--- src/rtl/ready_latch_pkg.sv ---
// Shared state encoding, default timing constants and counter-width helper
// for the multi-player ready/number latch.
package ready_latch_pkg;

  typedef enum logic [1:0] {
    IDLE    = 2'd0,
    ARMED   = 2'd1,
    LATCHED = 2'd2
  } state_t;

  localparam int DEF_TICK_DIV     = 50_000_000;
  localparam int DEF_DEBOUNCE_CYC = 1_000_000;

  // Bits needed for a counter that runs 0..n-1 (never less than one bit).
  function automatic int cnt_width(input int n);
    return (n <= 1) ? 1 : $clog2(n);
  endfunction

endpackage

--- src/rtl/ready_debounce.sv ---
// Single-bit 2-FF synchroniser followed by a debouncer that only changes its
// level after DEBOUNCE_CYC consecutive disagreeing synced samples.
module ready_debounce
  import ready_latch_pkg::*;
#(
  parameter int DEBOUNCE_CYC = DEF_DEBOUNCE_CYC
) (
  input  logic i_clk,
  input  logic i_rst,
  input  logic i_raw,
  output logic o_level
);

  localparam int CW = cnt_width(DEBOUNCE_CYC);

  logic          r_sync1;
  logic          r_sync2;
  logic          r_level;
  logic [CW-1:0] r_cnt;

  // Any agreeing sample restarts the run, so only an unbroken disagreement flips the level.
  always_ff @(posedge i_clk or posedge i_rst) begin
    if (i_rst) begin
      r_sync1 <= 1'b0;
      r_sync2 <= 1'b0;
      r_level <= 1'b0;
      r_cnt   <= '0;
    end else begin
      r_sync1 <= i_raw;
      r_sync2 <= r_sync1;
      if (r_sync2 != r_level) begin
        if (r_cnt == CW'(DEBOUNCE_CYC - 1)) begin
          r_level <= r_sync2;
          r_cnt   <= '0;
        end else begin
          r_cnt <= r_cnt + CW'(1);
        end
      end else begin
        r_cnt <= '0;
      end
    end
  end

  assign o_level = r_level;

endmodule

--- src/rtl/ready_latch_multi.sv ---
// N-player game-start block: debounced READY buttons, free-running slow modulo
// counter, and a state machine that latches the counter as the game number.
module ready_latch_multi
  import ready_latch_pkg::*;
#(
  parameter int N_PLAYERS    = 2,
  parameter int TICK_DIV     = DEF_TICK_DIV,
  parameter int NUM_MOD      = 10,
  parameter int NUM_W        = 4,
  parameter int DEBOUNCE_CYC = DEF_DEBOUNCE_CYC
) (
  input  logic                 i_clk,
  input  logic                 i_rst,
  input  logic [N_PLAYERS-1:0] i_ready,
  input  logic [N_PLAYERS-1:0] i_player_en,
  input  logic                 i_clr,
  output logic [NUM_W-1:0]     o_num,
  output logic                 o_num_valid,
  output logic                 o_run_in,
  output logic                 o_abort,
  output logic [N_PLAYERS-1:0] o_rdy_db
);

  localparam int PW = cnt_width(TICK_DIV);

  if (NUM_MOD < 2 || NUM_MOD > 2**NUM_W) begin : g_bad_num_mod
    $error("ready_latch_multi: NUM_MOD must lie in 2..2**NUM_W");
  end
  if (N_PLAYERS < 1 || N_PLAYERS > 8) begin : g_bad_players
    $error("ready_latch_multi: N_PLAYERS must lie in 1..8");
  end

  logic [N_PLAYERS-1:0] w_rdy_db;
  logic [N_PLAYERS-1:0] r_db_prev;
  logic [PW-1:0]        r_presc;
  logic [NUM_W-1:0]     r_count;
  state_t               r_state;
  logic                 w_tick;
  logic                 w_all_ready;
  logic                 w_none_ready;
  logic                 w_fell;

  for (genvar gi = 0; gi < N_PLAYERS; gi++) begin : g_db
    ready_debounce #(
      .DEBOUNCE_CYC(DEBOUNCE_CYC)
    ) u_db (
      .i_clk  (i_clk),
      .i_rst  (i_rst),
      .i_raw  (i_ready[gi]),
      .o_level(w_rdy_db[gi])
    );
  end

  // Disabled players count as ready, but an all-zero mask must never trigger.
  assign w_all_ready  = (i_player_en != '0) && (&(w_rdy_db | ~i_player_en));
  assign w_none_ready = ((w_rdy_db & i_player_en) == '0);
  assign w_fell       = |(r_db_prev & ~w_rdy_db & i_player_en);
  assign w_tick       = (r_presc == PW'(TICK_DIV - 1));
  assign o_rdy_db     = w_rdy_db;

  always_ff @(posedge i_clk or posedge i_rst) begin
    if (i_rst) begin
      r_presc   <= '0;
      r_count   <= '0;
      r_db_prev <= '0;
    end else begin
      r_db_prev <= w_rdy_db;
      if (w_tick) begin
        r_presc <= '0;
        r_count <= (r_count == NUM_W'(NUM_MOD - 1)) ? '0 : r_count + NUM_W'(1);
      end else begin
        r_presc <= r_presc + PW'(1);
      end
    end
  end

  // Clear wins over every transition, including a capture in the same cycle.
  always_ff @(posedge i_clk or posedge i_rst) begin
    if (i_rst) begin
      r_state     <= IDLE;
      o_num       <= '0;
      o_num_valid <= 1'b0;
      o_run_in    <= 1'b0;
      o_abort     <= 1'b0;
    end else begin
      o_num_valid <= 1'b0;
      o_abort     <= 1'b0;
      if (i_clr) begin
        r_state  <= IDLE;
        o_run_in <= 1'b0;
      end else begin
        case (r_state)
          IDLE: begin
            if (w_none_ready) r_state <= ARMED;
          end
          ARMED: begin
            if (w_all_ready) begin
              r_state     <= LATCHED;
              o_num       <= r_count;
              o_num_valid <= 1'b1;
              o_run_in    <= 1'b1;
            end
          end
          LATCHED: begin
            if (w_fell) begin
              r_state  <= IDLE;
              o_run_in <= 1'b0;
              o_abort  <= 1'b1;
            end
          end
          default: begin
            r_state  <= IDLE;
            o_run_in <= 1'b0;
          end
        endcase
      end
    end
  end

endmodule

--- config.mk ---
export PLATFORM = sky130hd
export DESIGN_NAME = ready_latch_multi
export DESIGN_NICKNAME = d
export VERILOG_FILES = /design/src/rtl/ready_latch_pkg.sv /design/src/rtl/ready_debounce.sv /design/src/rtl/ready_latch_multi.sv
export SDC_FILE = /design/constraint.sdc
export NUM_CORES = 1
export LEC_CHECK = 0
export BUFFER_PORTS_ARGS = -buffer_cell sky130_fd_sc_hd__buf_2
export CORE_MARGIN = 8
export CORE_UTILIZATION = 23
export DETAILED_ROUTE_END_ITERATION = 8
export GPL_TIMING_DRIVEN = 1
export PLACE_DENSITY = 0.35
export SLEW_MARGIN = 20
export SYNTH_ARGS = -nofsm -noshare
export SYNTH_HDL_FRONTEND = slang
export SYNTH_SLANG_ARGS = --single-unit
--- constraint.sdc ---
create_clock -name i_clk -period 4.37 [get_ports i_clk]
set_input_delay 0.874 -clock i_clk [delete_from_list [all_inputs] [get_ports i_clk]]
set_output_delay 0.874 -clock i_clk [all_outputs]
set_load 0.05 [all_outputs]
==> metrics.txt <==
final total negative setup slack=0 ns; Max Clk Rate=0.474 GHz; area leader, netlist=sky130_fd_sc_hd__dfrtp_1; hold wc startpoint=g_db[1].u_db.r_sync1; Avg Inst Size Synth=10.3 um2; critical path type=reg2reg; capturing element type of the critical path=flip-flop; final critical-path required period=2.11 ns; fraction of the yosys area taken by sequential cells=52.9%; overall die area=22400 um2; area taken by flip-flops and latches=2180 um2; wire per inst=14.0 um; drt via density=4.52; Post-Synthesis Net Count=410; number of DRC violations after detailed routing=0; share of the cycle needed by the critical path after routing=48.3%; global router's overall resource usage=8.69%; async set or reset register ratio after synthesis=100%; total congestion overflow=0; Starting Density=23.1%; via count=2970; count of pins over their slew limit=0; Arr. time, crit path=2.38 ns; leading cell types by count after synthesis=sky130_fd_sc_hd__dfrtp_1 (87), sky130_fd_sc_hd__nor2_1 (41), sky130_fd_sc_hd__nand2_1 (32), sky130_fd_sc_hd__xnor2_1 (27), sky130_fd_sc_hd__a21oi_1 (19); boundary pin count=16; largest net degree at the start of global routing=38; post-synthesis instance area=4110 um2; Critical Path Source=g_db[1].u_db.r_cnt[0]; chip height=150 um; MaxCap Viol Count=0; TritonCTS clock tree=built; normalized max-slew margin=49.1%; most used flip-flop cell after synthesis=sky130_fd_sc_hd__dfrtp_1; core utilization of the finished layout=27.0%; number of iterations in the first detailed-routing pass=4; total length of routed wires=9180 um; CTS Root Buffer Type=sky130_fd_sc_hd__clkbuf_16; number of global-route vias before repair=2976; synthesized netlist cell count=400; area of the multi-input gates=1850 um2; power per cell area=360 nW/um2; final RePlAce weighted congestion=0.725; endpoints failing hold=0; number of antenna violations at the first check in global routing=0; reg2reg setup slack=2.26 ns; total clock buffers created by CTS=9; startpoint of the worst register-to-register path=g_db[1].u_db.r_cnt[0]; cells taking the most area after synthesis=sky130_fd_sc_hd__dfrtp_1 (53%), sky130_fd_sc_hd__xnor2_1 (5.7%), sky130_fd_sc_hd__xor2_1 (3.8%), sky130_fd_sc_hd__nor2_1 (3.7%), sky130_fd_sc_hd__nand2_1 (2.9%); CTS-repair resized insts=0; final worst hold slack=0.350 ns; proportion of layout cells with a drive suffix above 1=11.7%; Data required, critical path=4.64 ns; unrepaired setup endpoints after global routing=no; synth-to-layout area growth=16.9%; proportion of netlist area held by the largest area contributor=52.9%; #FFs+latches synth=87; crit path max fanout=6; input/output buffers=15; Hold WC Path Type=reg2reg; end of the worst register-to-register path=g_db[1].u_db.r_cnt[18]; CTS H-tree lvls=3; library cells used by synthesis=44; # diodes=0; # nets final=433; CP Launch Type=flip-flop; worst clock skew=0.00876 ns; 1st-iter DRT viols=208; clock latency reported for the late side of the worst-skew pair=0.34 ns; number of placement rows=49; remaining antenna violation count after routing=0; wire length of the first global-routing pass=15400 um; Post-synth EDFFs=0; critical path endpoint=g_db[1].u_db.r_cnt[18]; Clock Path Buffers=2; Yosys warnings=0; maximum vdd ir drop=180 uV; leakage component of the power=0.00196 uW; Finished Cell Area=4810 um2; hold buffer count at CTS=0; total cell area at the placement stage=4470 um2; final number of setup-violating endpoints=0; Die Span X=150 um; clock transition at the registers of the reported paths=0.07 ns; HPWL after DPL=6480 um; clock net sink count=87; fillcell total=1888; core area=17800 um2; setup fix buffers added after clock tree synthesis=0; outcome=finished, final reports clean; cell depth of the worst flop-to-flop path=5; most used standard cell by instance count after synthesis=sky130_fd_sc_hd__dfrtp_1; actual slew at the worst max-slew pin=0.759 ns
## metal layers
layer  GRT usage [%]  vias to the layer above  share of wire, %
li1                -                     1478                 -
met5               0                        -                 0
met3            2.84                        6               3.0
met2            13.5                       30                46
met4            2.75                        0               1.1
met1            11.2                     1456                49
## kinds of logic (layout without fill, tap and decap cells)
family,Yosys count,in the layout,share of synthesized area [%]
XOR/XNOR,45,45,9.58
flip-flops,87,87,52.9
buffers and inverters,21,49,2.16
adder cells (fa/ha/maj),3,3,0.913
multiplexers,10,10,2.62
AO/OA/AOI/OAI,48,48,6.85
AND/OR/NAND/NOR,186,186,24.9
## sequential cells by signal (all words and copies together), names as in the netlist
signal	cells
r_presc	26
o_num	4
r_count	4
o_abort	1
r_db_prev	2
o_run_in	1
g_db.u_db.r_sync1	2
r_state	2
g_db.u_db.r_cnt	40
g_db.u_db.r_sync2	2
o_num_valid	1
g_db.u_db.o_level	2
## how the worst min path moves through the flow
stage,slack [ns],cells after the start,endpoint
2_1_floorplan,0.33,0,g_db[0].u_db.r_sync2
3_3_place_gp,0.33,0,g_db[1].u_db.r_sync2
6_report,0.35,0,g_db[1].u_db.r_sync2
3_5_place_dp,0.34,0,g_db[1].u_db.r_sync2
5_1_grt,0.36,0,g_db[1].u_db.r_sync2
4_1_cts,0.35,0,g_db[1].u_db.r_sync2
## through the flow
step | cells | setup slack (ns) | total power, uW
detailed placement | 641 | 1.91 | 890
global route | 657 | 2.00 | 1800
finish | 657 | 2.26 | 1730
floorplan | 400 | 1.25 | 868
CTS | 657 | 1.91 | 1770
global placement | 641 | 1.95 | 890
## power breakdown
part	switching (uW)	internal [uW]	leakage [uW]
clock network	339	521	0.000163
logic	36.7	13.2	0.000610
registers	8.40	813	0.00118
## placed cells by master (no fill, tap or decap), drive strengths merged, types with 2 or more instances in the layout
master,instances
clkinv,3
nand2b,2
nand3,17
nand4b,5
mux2,6
o21ai,17
or3,8
ha,3
and4,8
nor2b,4
a21oi,19
and3,8
or4,7
bufinv,2
nor3,13
and2,3
clkbuf,10
nand2,32
buf,20
nand4,17
xnor2,27
o31ai,5
nor4,13
mux2i,4
xor2,18
nor2,41
dfrtp,87
inv,14
nor4b,3
## critical path, cell delays in order, from the launching register on
cell                      delay [ns]
sky130_fd_sc_hd__dfrtp_1        0.42
sky130_fd_sc_hd__ha_1           0.28
sky130_fd_sc_hd__nand2_1        0.14
sky130_fd_sc_hd__or4_4          0.58
sky130_fd_sc_hd__or4_1          0.48
sky130_fd_sc_hd__a21oi_1        0.15
## area by class of cell
type                       instances  area share, %
sequential                        87           45.3
multi-input combinational        292           38.5
tap                              229           5.96
clock buffer                      10           4.97
timing repair buffer              20           2.34
clock inverter                     6           1.90
inverter                          13           1.04
Power figures use the tool's default switching activity.
